<file path="src/rtl/traffic_pkg.sv">
// Shared definitions for the traffic light monitor: the lamp encoding,
// the fault cause codes and the monitor state type.
package traffic_pkg;

  localparam logic [2:0] LIGHT_RED    = 3'b100;
  localparam logic [2:0] LIGHT_YELLOW = 3'b010;
  localparam logic [2:0] LIGHT_GREEN  = 3'b001;
  localparam logic [2:0] LIGHT_OFF    = 3'b000;

  // Fault causes. A lower value wins when several are seen on the same edge.
  localparam logic [2:0] FLT_NONE     = 3'd0;
  localparam logic [2:0] FLT_ENC      = 3'd1;
  localparam logic [2:0] FLT_CONFLICT = 3'd2;
  localparam logic [2:0] FLT_TRANS    = 3'd3;
  localparam logic [2:0] FLT_SHORT_Y  = 3'd4;

  typedef enum logic {
    MONITOR = 1'b0,
    FAULT   = 1'b1
  } state_t;

  // True for the three one-hot lamp values; everything else is illegal.
  function automatic logic is_legal(input logic [2:0] light);
    return (light == LIGHT_RED) || (light == LIGHT_YELLOW) || (light == LIGHT_GREEN);
  endfunction

endpackage

</file>
<file path="src/rtl/lane_checker.sv">
// Per-lane checker: remembers the previous lamp sample and the length of the
// current yellow run, and flags encoding, transition and short-yellow errors
// for the sample presented this cycle.
module lane_checker
  import traffic_pkg::*;
#(
  parameter int MIN_YELLOW = 3
) (
  input  logic       clk,
  input  logic       rst,
  input  logic [2:0] light,
  input  logic       update,
  input  logic       clear,
  output logic       enc_err,
  output logic       trans_err,
  output logic       short_y_err
);

  localparam int CW = (MIN_YELLOW < 1) ? 1 : $clog2(MIN_YELLOW + 1);
  localparam logic [CW-1:0] Y_MAX = CW'(MIN_YELLOW);

  logic [2:0]    prev;
  logic [CW-1:0] y_cnt;

  // Error flags are purely a function of the current sample and lane history.
  always_comb begin
    enc_err     = !is_legal(light);
    trans_err   = is_legal(light) && is_legal(prev) &&
                  (((prev == LIGHT_GREEN)  && (light == LIGHT_RED))    ||
                   ((prev == LIGHT_RED)    && (light == LIGHT_YELLOW)) ||
                   ((prev == LIGHT_YELLOW) && (light == LIGHT_GREEN)));
    short_y_err = (prev == LIGHT_YELLOW) && (light == LIGHT_RED) && (y_cnt < Y_MAX);
  end

  // Lane history: reset/clear to red with no yellow run, otherwise follow the
  // input on every monitored cycle (fault-detection cycles included).
  always_ff @(posedge clk or negedge rst) begin
    if (!rst) begin
      prev  <= LIGHT_RED;
      y_cnt <= '0;
    end else if (clear) begin
      prev  <= LIGHT_RED;
      y_cnt <= '0;
    end else if (update) begin
      prev <= light;
      if (light == LIGHT_YELLOW) begin
        if (y_cnt != Y_MAX) y_cnt <= y_cnt + 1'b1;
      end else begin
        y_cnt <= '0;
      end
    end
  end

endmodule

</file>
<file path="src/rtl/traffic_light_monitor.sv">
// Safety monitor between a traffic light controller and the lamps. Legal
// light patterns pass through with one cycle of latency; the first illegal
// pattern latches a fault and the lamps flash yellow until fault_clr.
module traffic_light_monitor
  import traffic_pkg::*;
#(
  parameter int MIN_YELLOW = 3,
  parameter int FLASH_HALF = 5
) (
  input  logic       clk,
  input  logic       rst,
  input  logic [2:0] light_M1,
  input  logic [2:0] light_M2,
  input  logic [2:0] light_MT,
  input  logic [2:0] light_S,
  input  logic       fault_clr,
  output logic [2:0] safe_M1,
  output logic [2:0] safe_M2,
  output logic [2:0] safe_MT,
  output logic [2:0] safe_S,
  output logic       fault,
  output logic [2:0] fault_code,
  output state_t     state
);

  localparam int FW = (2 * FLASH_HALF < 2) ? 1 : $clog2(2 * FLASH_HALF);
  localparam logic [FW-1:0] FLASH_LAST = FW'(2 * FLASH_HALF - 1);
  localparam logic [FW-1:0] FLASH_ON   = FW'(FLASH_HALF);

  // Lane order: 0 = M1, 1 = M2, 2 = MT, 3 = S.
  logic [2:0] lights [4];
  logic [3:0] enc_err;
  logic [3:0] trans_err;
  logic [3:0] short_y_err;
  logic       conflict;
  logic [2:0] detect_code;
  logic       lane_update;
  logic       lane_clear;
  logic [FW-1:0] flash_cnt;
  logic [FW-1:0] flash_next;

  assign lights[0] = light_M1;
  assign lights[1] = light_M2;
  assign lights[2] = light_MT;
  assign lights[3] = light_S;

  assign lane_update = (state == MONITOR);
  assign lane_clear  = (state == FAULT) && fault_clr;

  for (genvar i = 0; i < 4; i++) begin : g_lane
    lane_checker #(
      .MIN_YELLOW(MIN_YELLOW)
    ) u_lane (
      .clk        (clk),
      .rst        (rst),
      .light      (lights[i]),
      .update     (lane_update),
      .clear      (lane_clear),
      .enc_err    (enc_err[i]),
      .trans_err  (trans_err[i]),
      .short_y_err(short_y_err[i])
    );
  end

  // Cross-lane conflicts: side street against any main movement, and the
  // main through lane M2 against the turn lane MT.
  always_comb begin
    conflict = ((light_S != LIGHT_RED) &&
                ((light_M1 != LIGHT_RED) || (light_M2 != LIGHT_RED) || (light_MT != LIGHT_RED))) ||
               ((light_M2 != LIGHT_RED) && (light_MT != LIGHT_RED));
  end

  // Priority resolution: later assignments override, so the lowest code wins.
  always_comb begin
    detect_code = FLT_NONE;
    if (|short_y_err) detect_code = FLT_SHORT_Y;
    if (|trans_err)   detect_code = FLT_TRANS;
    if (conflict)     detect_code = FLT_CONFLICT;
    if (|enc_err)     detect_code = FLT_ENC;
  end

  // Flash counter successor, wrapping after one full on/off period.
  always_comb begin
    flash_next = (flash_cnt == FLASH_LAST) ? '0 : flash_cnt + 1'b1;
  end

  // Monitor FSM with registered lamp drive, fault flag, cause and flash count.
  always_ff @(posedge clk or negedge rst) begin
    if (!rst) begin
      state      <= MONITOR;
      fault      <= 1'b0;
      fault_code <= FLT_NONE;
      flash_cnt  <= '0;
      safe_M1    <= LIGHT_RED;
      safe_M2    <= LIGHT_RED;
      safe_MT    <= LIGHT_RED;
      safe_S     <= LIGHT_RED;
    end else begin
      case (state)
        MONITOR: begin
          if (detect_code != FLT_NONE) begin
            // The offending sample is dropped; flashing starts lit.
            state      <= FAULT;
            fault      <= 1'b1;
            fault_code <= detect_code;
            flash_cnt  <= '0;
            safe_M1    <= LIGHT_YELLOW;
            safe_M2    <= LIGHT_YELLOW;
            safe_MT    <= LIGHT_YELLOW;
            safe_S     <= LIGHT_YELLOW;
          end else begin
            safe_M1 <= light_M1;
            safe_M2 <= light_M2;
            safe_MT <= light_MT;
            safe_S  <= light_S;
          end
        end
        FAULT: begin
          if (fault_clr) begin
            state      <= MONITOR;
            fault      <= 1'b0;
            fault_code <= FLT_NONE;
            flash_cnt  <= '0;
            safe_M1    <= LIGHT_RED;
            safe_M2    <= LIGHT_RED;
            safe_MT    <= LIGHT_RED;
            safe_S     <= LIGHT_RED;
          end else begin
            flash_cnt <= flash_next;
            safe_M1   <= (flash_next < FLASH_ON) ? LIGHT_YELLOW : LIGHT_OFF;
            safe_M2   <= (flash_next < FLASH_ON) ? LIGHT_YELLOW : LIGHT_OFF;
            safe_MT   <= (flash_next < FLASH_ON) ? LIGHT_YELLOW : LIGHT_OFF;
            safe_S    <= (flash_next < FLASH_ON) ? LIGHT_YELLOW : LIGHT_OFF;
          end
        end
        default: begin
          state <= MONITOR;
        end
      endcase
    end
  end

endmodule

</file>
<file path="config.mk">
export PLATFORM = sky130hd
export DESIGN_NAME = traffic_light_monitor
export DESIGN_NICKNAME = d
export VERILOG_FILES = /design/src/rtl/traffic_pkg.sv /design/src/rtl/lane_checker.sv /design/src/rtl/traffic_light_monitor.sv
export SDC_FILE = /design/constraint.sdc
export NUM_CORES = 1
export LEC_CHECK = 0
export CELL_PAD_IN_SITES_DETAIL_PLACEMENT = 0
export CELL_PAD_IN_SITES_GLOBAL_PLACEMENT = 2
export CORE_MARGIN = 2
export CORE_UTILIZATION = 30
export CTS_CLUSTER_SIZE = 28
export DETAILED_ROUTE_END_ITERATION = 8
export PLACE_DENSITY_LB_ADDON = 0.1
export SLEW_MARGIN = 0
export SYNTH_ARGS = -nofsm -noshare
export SYNTH_HDL_FRONTEND = slang
export SYNTH_SLANG_ARGS = --single-unit
</file>
<file path="constraint.sdc">
create_clock -name clk -period 1.99 [get_ports clk]
set_clock_uncertainty 0.2 [all_clocks]
set_input_delay 0.4975 -clock clk [delete_from_list [all_inputs] [get_ports clk]]
set_output_delay 0.4975 -clock clk [all_outputs]
set_load 0.02 [all_outputs]
</file>
Yosys cells after proc, flatten, opt, wreduce, memory -nomap -nowiden

Index checks and enable logic that the tools add are counted.

Add/sub/neg operators: 5
Multiply operators: 0
Divide/modulo/power cells: 0
Magnitude comparators: 5
Equal/unequal tests: 40
Shifts and indexed selects: 0
Multiplexer cells: 51
Bitwise gates (word level): 1
Reduce and logical (&&, ||, !) cells: 71

Operators with widths:

| kind                                                | number |
|---|---|
| 2-to-1 mux 3 bit                                    | 19 |
| 2-to-1 mux 2 bit                                    | 17 |
| logical AND 1 bit                                   | 31 |
| case mux 3 bit (2 select lines)                     | 5 |
| logical OR 1 bit                                    | 27 |
| == test 3 x 1 -> 1 bit (second input constant)      | 8 |
| == test 3 x 2 -> 1 bit (second input constant)      | 8 |
| == test 3 bit (second input constant)               | 8 |
| != test 3 bit (second input constant)               | 7 |
| 2-to-1 mux 4 bit                                    | 3 |
| != test 2 bit (second input constant)               | 6 |
| OR reduction 4 bit                                  | 3 |
| AND reduction 2 bit                                 | 5 |
| adder 2 x 1 -> 2 bit (second input constant)        | 4 |
| < comparator 2 bit (second input constant)          | 4 |
| case mux 4 bit (2 select lines)                     | 1 |
| adder 4 x 1 -> 4 bit (second input constant)        | 1 |
| == test 4 bit (second input constant)               | 1 |
| logical NOT 1 bit                                   | 4 |
| < comparator 4 x 3 -> 1 bit (second input constant) | 1 |
| 2-to-1 mux 1 bit                                    | 4 |
| case mux 1 bit (2 select lines)                     | 2 |
| != test 3 x 2 -> 1 bit (second input constant)      | 1 |
| nonzero test 3 bit                                  | 1 |
| 2 further kinds                                     | 2 |

Flip-flop bits (word level): 41
Bits in latches: 0
RAM bits: 0
ROM bits: 0
Bits of input ports: 15
Output and inout bits: 17
Word-level logic and storage cells: 189
Memories kept: 0

Depth between registers and ports, before layout

Gate-level depths: netlist (run 1).

Depth in word-level cells: 12
Depth in mapped cells: 8

Cells and area by module

Synthesis (run 1) repeated with hierarchy kept, for this count alone.

Cell total of the unflattened synthesis: 219
Area total of the unflattened synthesis: 2311.0 um^2

By module, submodules not included:

| module                              | times used | cells an instance | area each (um^2) | sequential area each (um^2) |
|---|---|---|---|---|
| lane_checker (g_lane[1].u_lane ...) | 3          | 32                | 337.8            | 126.4 |
| traffic_light_monitor               | 1          | 90                | 970.9            | 530.5 |
| lane_checker (g_lane[0].u_lane)     | 1          | 33                | 326.6            | 126.4 |

Worst setup path before layout (run 1)

OpenSTA, ideal clock, no wires.

Kind: input port to flip-flop
From: in light_S[1]
To: reg fault_code[0]
Setup time: 0.126 ns
Data arrival time: 1.991 ns
Required time: 1.664 ns
Path slack: -0.327 ns
Stages: 6
Buffers on the path: 0
Cell sequence: or3b_1 -> or4_1 -> nand4_1 -> nor2b_2 -> a21o_1 -> a221o_1

Word-level cells in the longest chain between the ends: 12
Elaborated cells between the ends (all ways): 30

RTL lines:

| item                                                           | RTL line                               | RTL |
|---|---|---|
| start: declaration                                             | traffic_light_monitor.sv:15            | `input logic [2:0] light_S,` |
| == test 3 bit / == test 3 x 2 -> 1 bit (equally long branches) | n/a                                    |  |
| logical OR 1 bit (tied with other cells)                       | traffic_pkg.sv:24                      | `return (light == LIGHT_RED) \|\| (light == LIGHT_YELLOW) \|\| (light == LIGHT_GREEN);` |
| logical OR 1 bit, on equally long branches                     | traffic_pkg.sv:24, lane_checker.sv:29  |  |
| logical AND 1 bit / logical OR 1 bit (equally long branches)   | lane_checker.sv:28, lane_checker.sv:30 |  |
| logical AND 1 bit                                              | lane_checker.sv:28                     | `trans_err = is_legal(light) && is_legal(prev) &&` |
| OR reduction 4 bit                                             | traffic_light_monitor.sv:77            | `if (\|trans_err) detect_code = FLT_TRANS;` |
| 2-to-1 mux 3 bit                                               | traffic_light_monitor.sv:77            |  |
| 2-to-1 mux 3 bit                                               | traffic_light_monitor.sv:78            | `if (conflict) detect_code = FLT_CONFLICT;` |
| 2-to-1 mux 3 bit *                                             | traffic_light_monitor.sv:79            | `if (\|enc_err) detect_code = FLT_ENC;` |
| nonzero test 3 bit                                             | traffic_light_monitor.sv:101           | `if (detect_code != FLT_NONE) begin` |
| != test 2 bit (no line)                                        | n/a                                    |  |
| AND reduction 2 bit (no line)                                  | n/a                                    |  |
| end signal: assignment                                         | traffic_light_monitor.sv:105           | `fault_code <= detect_code;` |
| end: declaration                                               | traffic_light_monitor.sv:22            | `output logic [2:0] fault_code,` |

Mark *: on every way between the ends. The rest lies on a longest branch, timed or not. The select of a mux whose other input is x is not followed.
A chain may end at the register's enable or synchronous reset.

Final worst setup path (run 1)

Ends and elaborated chain as after synthesis.

==> flow_metrics.tcl, run 1 <==
set metrics [dict create \
    outcome "finished, violations left" \
    failed_checks "negative setup slack" \
    drt_pre_antenna_iters 4 \
    least_margin_pin_slew_ns 0.459 \
    worst_setup_path_start "light_S[1]" \
    grtUsageTotal 0.160 \
    finalWeightedCongestion 0.777 \
    drt_iter0_markers 76 \
    largest_net_degree_at_the_start_of_global_routing 42 \
    detailed_place.area_sq_mm 0.00308 \
    multiplexer_share_of_the_synthesized_area 0.0194 \
    finalMaxSlewViolations 0 \
    clock_insertion_delay_worst_skew_ns 0.30 \
    antenna_cells_inserted 0 \
    die_area_sq_mm 0.00799 \
    timing.critical_path.slowest_cell_delay_ns 0.42 \
    final_layout_size_suffix_gt1_frac 0.430 \
    worstSetupPathType "input port to register" \
    post-route-util 0.492 \
    synth-seq-area-share 0.473 \
    critical_path.endpoint "fault_code[0]$_DFFE_PN0P_" \
    cp-end-kind "register" \
    async_reset_ff_frac 1.00 \
    synthesis.area_sq_mm 0.00219 \
    cts.path.max_buffers 2 \
    fmax_ghz 0.466 \
    timing.reg2reg.setup_slack_ns -0.14 \
    num_io_pins 32 \
    postSynthNetCount 244 \
    port_buffers 31 \
    p_total_uw 2110 \
    number_of_global_route_vias_before_repair 1966 \
    route.detailed.wl_per_inst_um 14.7 \
    regToRegEndpoint "fault_code[0]$_DFFE_PN0P_" \
    timing.critical_path.cells "buf_2 > or3b_4 > or4_1 > nand4_1 > nor2b_4 > a21o_1 > a221o_1" \
    synthesis.instances 225 \
    ir_worst_vdd_mv 0.297 \
    slew_headroom 0.690 \
    power-per-cell-area_mw_per_mm2 599 \
    leakagePower_uw 0.00160 \
    ant_nets 0 \
    total_half_perimeter_wirelength_after_legalization_and_detailed_placement_um 4310 \
    maxCapViolCount 0 \
    slowest_stage "or4_1" \
    fp-row-count 31 \
    cp_data_arrival_time_ns 2.13 \
    clock_slew_seen_by_the_registers_of_the_worst_setup_and_hold_paths_ns 0.09 \
    final_setup_violating_endpoints 20 \
    drt_wl_total_um 6190 \
    grt_first_pass_wirelength_um 9850 \
    synth.distinct_cells 53 \
    finalCriticalPeriod_ns 2.14 \
    drc_errors 0 \
    post_synthesis_xor_xnor_area_fraction 0.00800 \
    area_growth_pct 61.3 \
    initial_standard_cell_utilization_of_the_core 0.305 \
    final_cell_area_sq_mm 0.00353 \
    synth_top_family_by_area "simple AND/OR/NAND/NOR gates" \
    cts_made_buffers 5 \
    synth-main-ff-cell "dfrtp_1" \
    floorplan.die.height_um 89.4 \
    ys.warnings.count 0 \
    floorplan.die.width_um 89.4 \
    setup_ws_post_layout_ns -0.154 \
    yosys.area_share.adder 0.0229 \
    synth.ff_latch_count 41 \
    clk_root_buffer_cell "clkbuf_8" \
    grt_antenna_before_repair 0 \
    synth_area_per_cell_sq_um 9.73 \
    layout.filler_cells 697 \
    grt-ovfl-total 0 \
    hold_viol 0 \
    tritoncts "done" \
    cts_htree_levels 2 \
    clock-sinks 41 \
    cp_max_fo 6 \
    worst_min_delay_path_category "input port to register" \
    fin_crit_sh 1.08 \
    r2r.worst_path.cells 7 \
    detail_route.vias_per_cell 4.78 \
    cp-start-kind "input port" \
    core_area_sq_mm 0.00718 \
    routed-via-count 2018 \
    rsz0062_at_grt "true" \
    synth_simple_gate_area_frac 0.233 \
    synth-edff-count 0 \
    final_nets 341 \
    required_ns 1.98 \
    origin_of_the_critical_flop_to_flop_path "g_lane[3].u_lane.prev[0]$_DFFE_PN0P_" \
    share_of_the_synthesized_area_in_compound_gates_ao_oa_aoi_oai 0.192 \
]
==> cells in the final DEF (no fill, tap or decap), drive strengths merged, types with 6 or more instances in the layout <==
cell type and count:
dlygate4sd2 8, a21o 7, dfstp 8, buf 72, dfrtp 33, clkdlybuf4s50 9, inv 18, nand3 6
clkbuf 10, nand2 10, a21oi 7, nor2 20, nand3b 9, o21ai 17
==> cell families after synthesis <==
logic type | count (synthesis)
buffers and inverters | 28
muxes | 4
DFF | 41
and+or+nand+nor | 84
adders and majority gates | 4
AOI/OAI and AO/OA | 62
xor gates and xnor gates | 2
==> how the worst min path moves through the flow <==
stage	startpoint	cells past startpoint	slack, ns	endpoint
after CTS	light_S[0]	3	0.28	g_lane[3].u_lane.prev[0]$_DFFE_PN0P_
after global placement	g_lane[2].u_lane.y_cnt[1]$_DFFE_PN0P_	2	0.27	g_lane[2].u_lane.y_cnt[1]$_DFFE_PN0P_
after floorplan	rst	0	0.002	fault$_DFFE_PN0P_
final	light_S[0]	3	0.26	g_lane[3].u_lane.prev[0]$_DFFE_PN0P_
after global routing	light_S[0]	3	0.29	g_lane[3].u_lane.prev[0]$_DFFE_PN0P_
after detailed placement	g_lane[2].u_lane.y_cnt[1]$_DFFE_PN0P_	2	0.28	g_lane[2].u_lane.y_cnt[1]$_DFFE_PN0P_
==> power breakdown <==
part           internal [uW]  switching (uW)  leakage, uW  total, uW
Combinational            246             225      0.00102        471
Clock                    408             309    0.0000574        718
Sequential               886            39.8     0.000514        926
Total                   1540             574      0.00160       2110
==> registers in the layout (all words and copies together) (netlist names) <==
register,cells
g_lane.u_lane.prev,12
g_lane.u_lane.y_cnt,8
flash_cnt,4
fault_code,3
safe_M1,3
safe_M2,3
safe_MT,3
safe_S,3
fault,1
state,1
==> through the flow <==
stage | setup WS, ns | hold WS (ns) | cells | setup TNS (ns)
detailed placement | -0.897 | 0.284 | 402 | -18.87
global placement | -0.880 | 0.266 | 402 | -18.51
finish | -0.154 | 0.260 | 422 | -1.24
global route | -0.218 | 0.294 | 422 | -2.83
CTS | -0.123 | 0.285 | 416 | -1.94
floorplan | -0.230 | 0.00191 | 225 | -3.27
==> layout make-up <==
class	instances	area, sq um	share of cell area
Multi-Input combinational cell	157	1330	0.375
Sequential cell	41	1040	0.294
Timing Repair Buffer	99	857	0.243
Tap cell	99	124	0.0351
Clock buffer	6	82.6	0.0234
Inverter	18	67.6	0.0191
Clock inverter	2	37.5	0.0106
==> per-layer routing <==
metal | up-vias | share of wire | GRT usage
met5 | - | 0 | 0
met4 | 0 | 0.013 | 0.0556
met3 | 8 | 0.032 | 0.0222
met2 | 37 | 0.46 | 0.243
met1 | 964 | 0.49 | 0.231
li1 | 1009 | - | -
==> worst max-delay path, delay by kind of cell <==
kind                   cells  cell delay (ns)
AND/OR/NAND/NOR            4             1.05
buffers and inverters      1             0.13
AO/OA/AOI/OAI              2             0.45
==> cell usage after synthesis, types with 3 or more instances <==
cell      count  share of area
a21o_1        7          0.024
a21oi_1       7          0.016
a22o_1        4          0.016
a31oi_1       5          0.014
and2_1        5          0.014
clkbuf_1      9          0.015
dfrtp_1      33           0.38
dfstp_2       8          0.096
ha_1          4          0.023
inv_1        18          0.031
nand2_1      10          0.017
nand2b_1      5          0.014
nand3_1       6          0.014
nand3b_1      9          0.031
nand4_1       4          0.011
nor2_1       19          0.033
nor3_1        3         0.0069
nor3b_1       3          0.010
nor4bb_1      5          0.023
o21a_1        4          0.014
o21ai_0      16          0.037
==> what timing repair did <==
action | CTS | global route
hold endpoints to repair | 33 | 0
endpoints found under the setup margin | 29 | 23
resized for setup | 50 | 52
hold buffers | 1 | 0
pin swaps | 7 | 16
setup buffers | 5 | 6
cloned | 0 | 1
Note: power is estimated with default switching activity, not from simulation.
==> run 2, diff against run 1 <==
- CELL_PAD_IN_SITES_DETAIL_PLACEMENT: 0 -> 1
- CELL_PAD_IN_SITES_GLOBAL_PLACEMENT: 2 -> 1
- CORE_UTILIZATION: 30 -> 37
==> flow_metrics.tcl, run 2 (synthesis results as in run 1) <==
set metrics [dict create \
    post-place-cells 376 \
    failed_checks "negative setup slack" \
    timing.reg2reg.setup_slack_ns -0.11 \
    drt_wl_total_um 6490 \
    fin_hold_ws_ns 0.298 \
    hold_path_depth 2 \
    clk_root_buffer_cell "clkbuf_8" \
    worstSetupPathType "input port to register" \
    clock-sinks 41 \
    worst_min_delay_path_category "register to register" \
    slew_headroom 0.735 \
    layout.filler_cells 670 \
    clock_insertion_delay_worst_skew_ns 0.30 \
    die_area_sq_mm 0.00655 \
    detailed_place.area_sq_mm 0.00302 \
    floorplan.die.height_um 80.9 \
    core_area_sq_mm 0.00582 \
    final_layout_size_suffix_gt1_frac 0.387 \
    regToRegEndpoint "fault_code[0]$_DFFE_PN0P_" \
    route.detailed.wl_per_inst_um 16.5 \
    num_io_pins 32 \
    cp_data_arrival_time_ns 2.17 \
    area_growth_pct 52.4 \
    port_buffers 31 \
    largest_net_degree_at_the_start_of_global_routing 42 \
    holdCritStartpoint "g_lane[2].u_lane.y_cnt[1]$_DFFE_PN0P_" \
    power-per-cell-area_mw_per_mm2 623 \
    origin_of_the_critical_flop_to_flop_path "g_lane[3].u_lane.y_cnt[0]$_DFFE_PN0P_" \
    register_area_sq_mm 0.00104 \
    detail_route.vias_per_cell 5.22 \
    final_setup_violating_endpoints 21 \
    least_margin_pin_slew_ns 0.393 \
    rsz0062_at_grt "true" \
    floorplan.die.width_um 80.9 \
    initial_standard_cell_utilization_of_the_core 0.376 \
    grt_antenna_before_repair 0 \
    grt_first_pass_wirelength_um 10600 \
    p_total_uw 2080 \
    cts.path.max_buffers 2 \
    cts_made_buffers 5 \
    routed-via-count 2052 \
    hold_path_end "g_lane[2].u_lane.y_cnt[1]$_DFFE_PN0P_" \
    required_ns 1.98 \
    fin_crit_sh 1.09 \
    cp-end-kind "register" \
    final_cell_area_sq_mm 0.00333 \
    r2r.worst_path.cells 6 \
    drt_pre_antenna_iters 4 \
    cts_htree_levels 2 \
    cp_max_fo 6 \
    fmax_ghz 0.459 \
    layout.cells.most_common "buf_4" \
    total_half_perimeter_wirelength_after_legalization_and_detailed_placement_um 4580 \
    drc_errors 0 \
    finalMaxSlewViolations 0 \
    tritoncts "done" \
    finalWeightedCongestion 0.809 \
    grt-ovfl-total 0 \
    multi_input_gate_area_in_the_final_layout_sq_mm 0.00121 \
    number_of_flip_flops_under_the_largest_register_name 12 \
    cp-start-kind "input port" \
    maxCapViolCount 0 \
    ir_worst_vdd_mv 0.348 \
    drt_iter0_markers 45 \
    fp-row-count 28 \
    grtUsageTotal 0.214 \
    outcome "finished, violations left" \
    preCtsSetupSlack_ns -0.850 \
    setup_ws_post_layout_ns -0.189 \
    post_layout_nonfiller_instances 393 \
    final_nets 336 \
    top_library_cells_by_usage_in_the_layout_fill_and_taps_aside "buf_4 (58), dfrtp_1 (32), nor2_1 (18), inv_1 (18), o21ai_0 (13)" \
    clock_slew_seen_by_the_registers_of_the_worst_setup_and_hold_paths_ns 0.08 \
    number_of_global_route_vias_before_repair 2092 \
    registers.top_by_ff_count "g_lane.u_lane.prev" \
    finalCriticalPeriod_ns 2.18 \
    ant_nets 0 \
    top_regs "g_lane.u_lane.prev x12, g_lane.u_lane.y_cnt x8, flash_cnt x4" \
    hold_viol 0 \
    antenna_cells_inserted 0 \
    leakagePower_uw 0.00157 \
]
## run 2: cell types whose count changed in the layout (fill, tap and decap cells not counted), sizes merged
cell           previous run  this run
clkdlybuf4s50             9         8
buf                      72        66
dlygate4sd2               8         9
dlymetal6s2s              2         3
## run 2: timing repair
| item | 4_1_cts | 5_1_grt |
|---|---|---|
| buffers inserted | 2 | 5 |
| endpoints found under the setup margin | 29 | 24 |
| endpoints found under the hold margin | 33 | 0 |
| cloned | 0 | 1 |
| hold buffers | 1 | 0 |
| pin swaps | 11 | 10 |
| gates resized for setup | 53 | 26 |
## run 2: layout make-up
type                    count  area share
clock buffers               6      0.0248
clock inverters             2      0.0113
inverters                  18      0.0203
multi-input cells         157       0.364
flip-flops and latches     41       0.311
well taps                  75      0.0281
repair buffers             94       0.240
## run 2: worst max path at each step
| stage | start | end | slack (ns) |
|---|---|---|---|
| floorplan | light_S[0] | fault_code[0]$_DFFE_PN0P_ | -0.23 |
| finish | light_S[0] | fault_code[0]$_DFFE_PN0P_ | -0.19 |
| global route | light_S[0] | fault_code[0]$_DFFE_PN0P_ | -0.23 |
| CTS | g_lane[1].u_lane.prev[2]$_DFFE_PN1P_ | fault_code[0]$_DFFE_PN0P_ | -0.15 |
| detailed placement | light_S[0] | fault_code[0]$_DFFE_PN0P_ | -0.85 |
| global placement | light_S[2] | fault_code[0]$_DFFE_PN0P_ | -0.81 |
## run 2: routing by layer
layer,up-vias,track usage,routed length [um],share of wire
met5,-,0,0,0
met4,0,0.0729,92,0.014
met3,8,0.0411,163,0.025
met2,27,0.336,3070,0.47
met1,1020,0.295,3160,0.49
li1,997,-,-,-
## run 2: through the flow
step	util	setup TNS, ns
final	0.573	-1.83
after global routing	0.573	-3.49
after CTS	0.552	-1.50
after detailed placement	0.520	-18.80
after global placement	0.520	-17.60
after floorplan	-	-3.27
## run 2: where the power goes
| part | switching, uW | internal (uW) | leakage (uW) |
|---|---|---|---|
| logic | 207 | 223 | 0.000997 |
| clock network | 309 | 408 | 0.0000574 |
| registers | 43.6 | 886 | 0.000513 |
## run 2: critical path, stage by stage
cell     delay [ns]
buf_8          0.11
or3b_4         0.39
or4_1          0.46
nand4_1        0.18
nor2b_4        0.08
a21o_1         0.16
a221o_1        0.29
==> RTL change, RTL diff (settings of run 1) <==
The parameter `FLASH_HALF` goes from 5 to 10.
--- a/src/rtl/traffic_light_monitor.sv
+++ b/src/rtl/traffic_light_monitor.sv
@@ -5,7 +5,7 @@
   import traffic_pkg::*;
 #(
   parameter int MIN_YELLOW = 3,
-  parameter int FLASH_HALF = 5
+  parameter int FLASH_HALF = 10
 ) (
   input  logic       clk,
   input  logic       rst,
Behaviour: not the same (Yosys sat finds a counterexample within 10 cycles, from zero or initial values and one cycle with rst low).
==> RTL change against run 1 <==
  * The run still ends with setup timing left
  * Power grew 7.9%
  * Cell area up 1.3%
  * Cell count is 0.24% lower
  * Critical endpoint is now flash_cnt[1]
  * Area after synthesis is 7.1% higher
  * Highest routed layer unchanged
  * Worst setup slack worse by 12 ps
  * Core utilization fell by 2.4 points
  * Sequential cell count rose by 1
  * Sequential power rose by 5.2%
  * Via count up 2.9%
  * Wire length rose by 6.9%
==> RTL change: results (changes against run 1) <==
Parameter                              Value

Outcome
  Run status    complete, but fails checks
  Violated checks    setup timing

Final layout
  Non-clock inverter total of the final layout    9 (-9)
  Non-clock buffering overhead    21.58% (-2.7 points)
  Multi-input combinational area share    40.26% (+2.7 points)
  Fraction of final layout cells with drive strength greater than 1    42.95% (-0.087 points)
  Buffers, non-clock    91 (-8.1%)
  Fraction of area in registers    29.66% (+0.31 points)
  Count of nets after finishing    338 (-0.88%)
  Area used by multi-input combinational logic    1440 um2 (+8.7%)
  Top Registers    g_lane.u_lane.prev x12, g_lane.u_lane.y_cnt x8, flash_cnt x5
  Count of filler cells inserted in the layout    743 (+6.6%)
  Total number of multi-input combinational cells    169 (+7.6%)
  Clock-cell share of area    3.987% (+0.58 points)

Synth
  Most numerous cell types in the synthesized netlist    sky130_fd_sc_hd__dfrtp_1 (34), sky130_fd_sc_hd__nor2_1 (15), sky130_fd_sc_hd__nand2b_1 (11), sky130_fd_sc_hd__nand2_1 (10), sky130_fd_sc_hd__nor2b_1 (10)
  Synth top area cells    sky130_fd_sc_hd__dfrtp_1 (36%), sky130_fd_sc_hd__dfstp_2 (9.0%), sky130_fd_sc_hd__nor4bb_1 (3.0%)
  Post-synth cell types    59 (+11%)
  Total of flip-flops plus latches after synthesis    42 (+2.4%)
  Cells after Synth    229 (+1.8%)
  Synthesized Nets    249 (+2.0%)

Clocking
  Post-CTS repair timing setup buffer count    9 (+4)
  Post_cts resized    80 (+60%)

Route
  Met2 Routed Length    3139 um (+9.3%)
  Drt pass-1 iters    4 (unchanged)
  Routed wl met3    204 um (+4.6%)
  Count of vias placed by the detailed router    2077 (+2.9%)
  WL/cell    15.71 um (+7.2%)
  Post-detailed-route via-to-cell ratio    4.933 (+3.2%)
  Metal1 wirelength    3178 um (+4.8%)

STA
  Hold Slack    323.3 ps (+63.03 ps)
  Total of endpoints with negative setup slack in the final report    21 (+5.0%)
  Worst path setup slack after routing    -165.9 ps (-12.12 ps)
  Setup TNS    -2440 ps (-1203 ps)

Critical path
  Reg-to-Reg End    safe_M1[0]
  Slowest library cell on the worst path    sky130_fd_sc_hd__or4b_4
  Reg2reg start    g_lane[1].u_lane.prev[2]
  Delay of the slowest cell on the worst path    510 ps (+90 ps)
  Number of cells on the worst reg-to-reg path    6 (-1)
  Last element of the critical path    flash_cnt[1]
  Highest net fanout along the worst path    7 (+1)
  Setup crit start    light_M2[0]

Global routing
  First-pass GRT wire length    10830 um (+10%)
  Overall fraction of global-route tracks in use    16.28% (+0.33 points)
  Maximum number of pins on one net before global-route repair    27 (-36%)
  Vias in the first global route    2030 (+3.3%)

Power and ir drop
  Leakage power    1.571 nW (-1.6%)
  Peak VDD IR    0.0002499 V (-16%)
  Cell-internal power    1.683 mW (+9.3%)

Placed design
  Worst setup slack after placement    -993.8 ps (-96.58 ps)
  Post-DP HPWL    4903 um (+14%)
  Placed Area    3131 um2 (+1.6%)

Worst hold path
  Hold Path Origin    fault
  Min-delay worst type    flip-flop to flip-flop

Floorplanning
  Die outline area    8539 um2 (+6.8%)
-- RTL change: cell count changes after synthesis, sizes merged, moves of 6 or more --
cell,before,now
a21o,7,1
a31o,0,8
inv,18,9
nand2b,5,11
nand3b,9,0
nor2b,3,10
-- RTL change: worst min-delay path by stage --
stage,to,cells after the start
6_report,fault,1
5_1_grt,fault,1
4_1_cts,g_lane[0].u_lane.y_cnt[1],1
2_1_floorplan,fault,0
3_3_place_gp,fault,1
3_5_place_dp,fault,1
-- RTL change: power by group through the flow --
stage / sequential (mW) / combinational (mW) / clock, mW
2_1_floorplan: 0.993 / 0.206 / 0
3_3_place_gp: 0.987 / 0.433 / 0
3_5_place_dp: 0.986 / 0.430 / 0
4_1_cts: 0.972 / 0.455 / 0.864
5_1_grt: 0.985 / 0.516 / 0.904
6_report: 0.974 / 0.471 / 0.837
-- RTL change: worst register-to-register path: stages (launching register included) --
cell	delay, ps
sky130_fd_sc_hd__dfstp_2	540
sky130_fd_sc_hd__nand2b_4	120
sky130_fd_sc_hd__nor4_2	40
sky130_fd_sc_hd__or4_4	590
sky130_fd_sc_hd__nor4_4	290
sky130_fd_sc_hd__buf_4	190
sky130_fd_sc_hd__and2_4	140
-- RTL change: per-layer routing --
| metal | global-route usage [%] | vias to the layer above |
|---|---|---|
| met4 | 5.100 | 0 |
| met5 | 0 | - |
| met2 | 25.97 | 32 |
| met1 | 22.91 | 1002 |
| met3 | 2.278 | 7 |
| li1 | - | 1036 |
-- RTL change: cell families (layout without fill, tap and decap cells) --
group	after synthesis	after routing	synth area share, %
AO/OA/AOI/OAI	64	64	20.01
adder cells (fa/ha/maj)	5	5	2.668
flip-flops	42	42	45.25
buffers and inverters	19	108	3.309
multiplexers	5	5	2.241
AND/OR/NAND/NOR	94	95	26.52
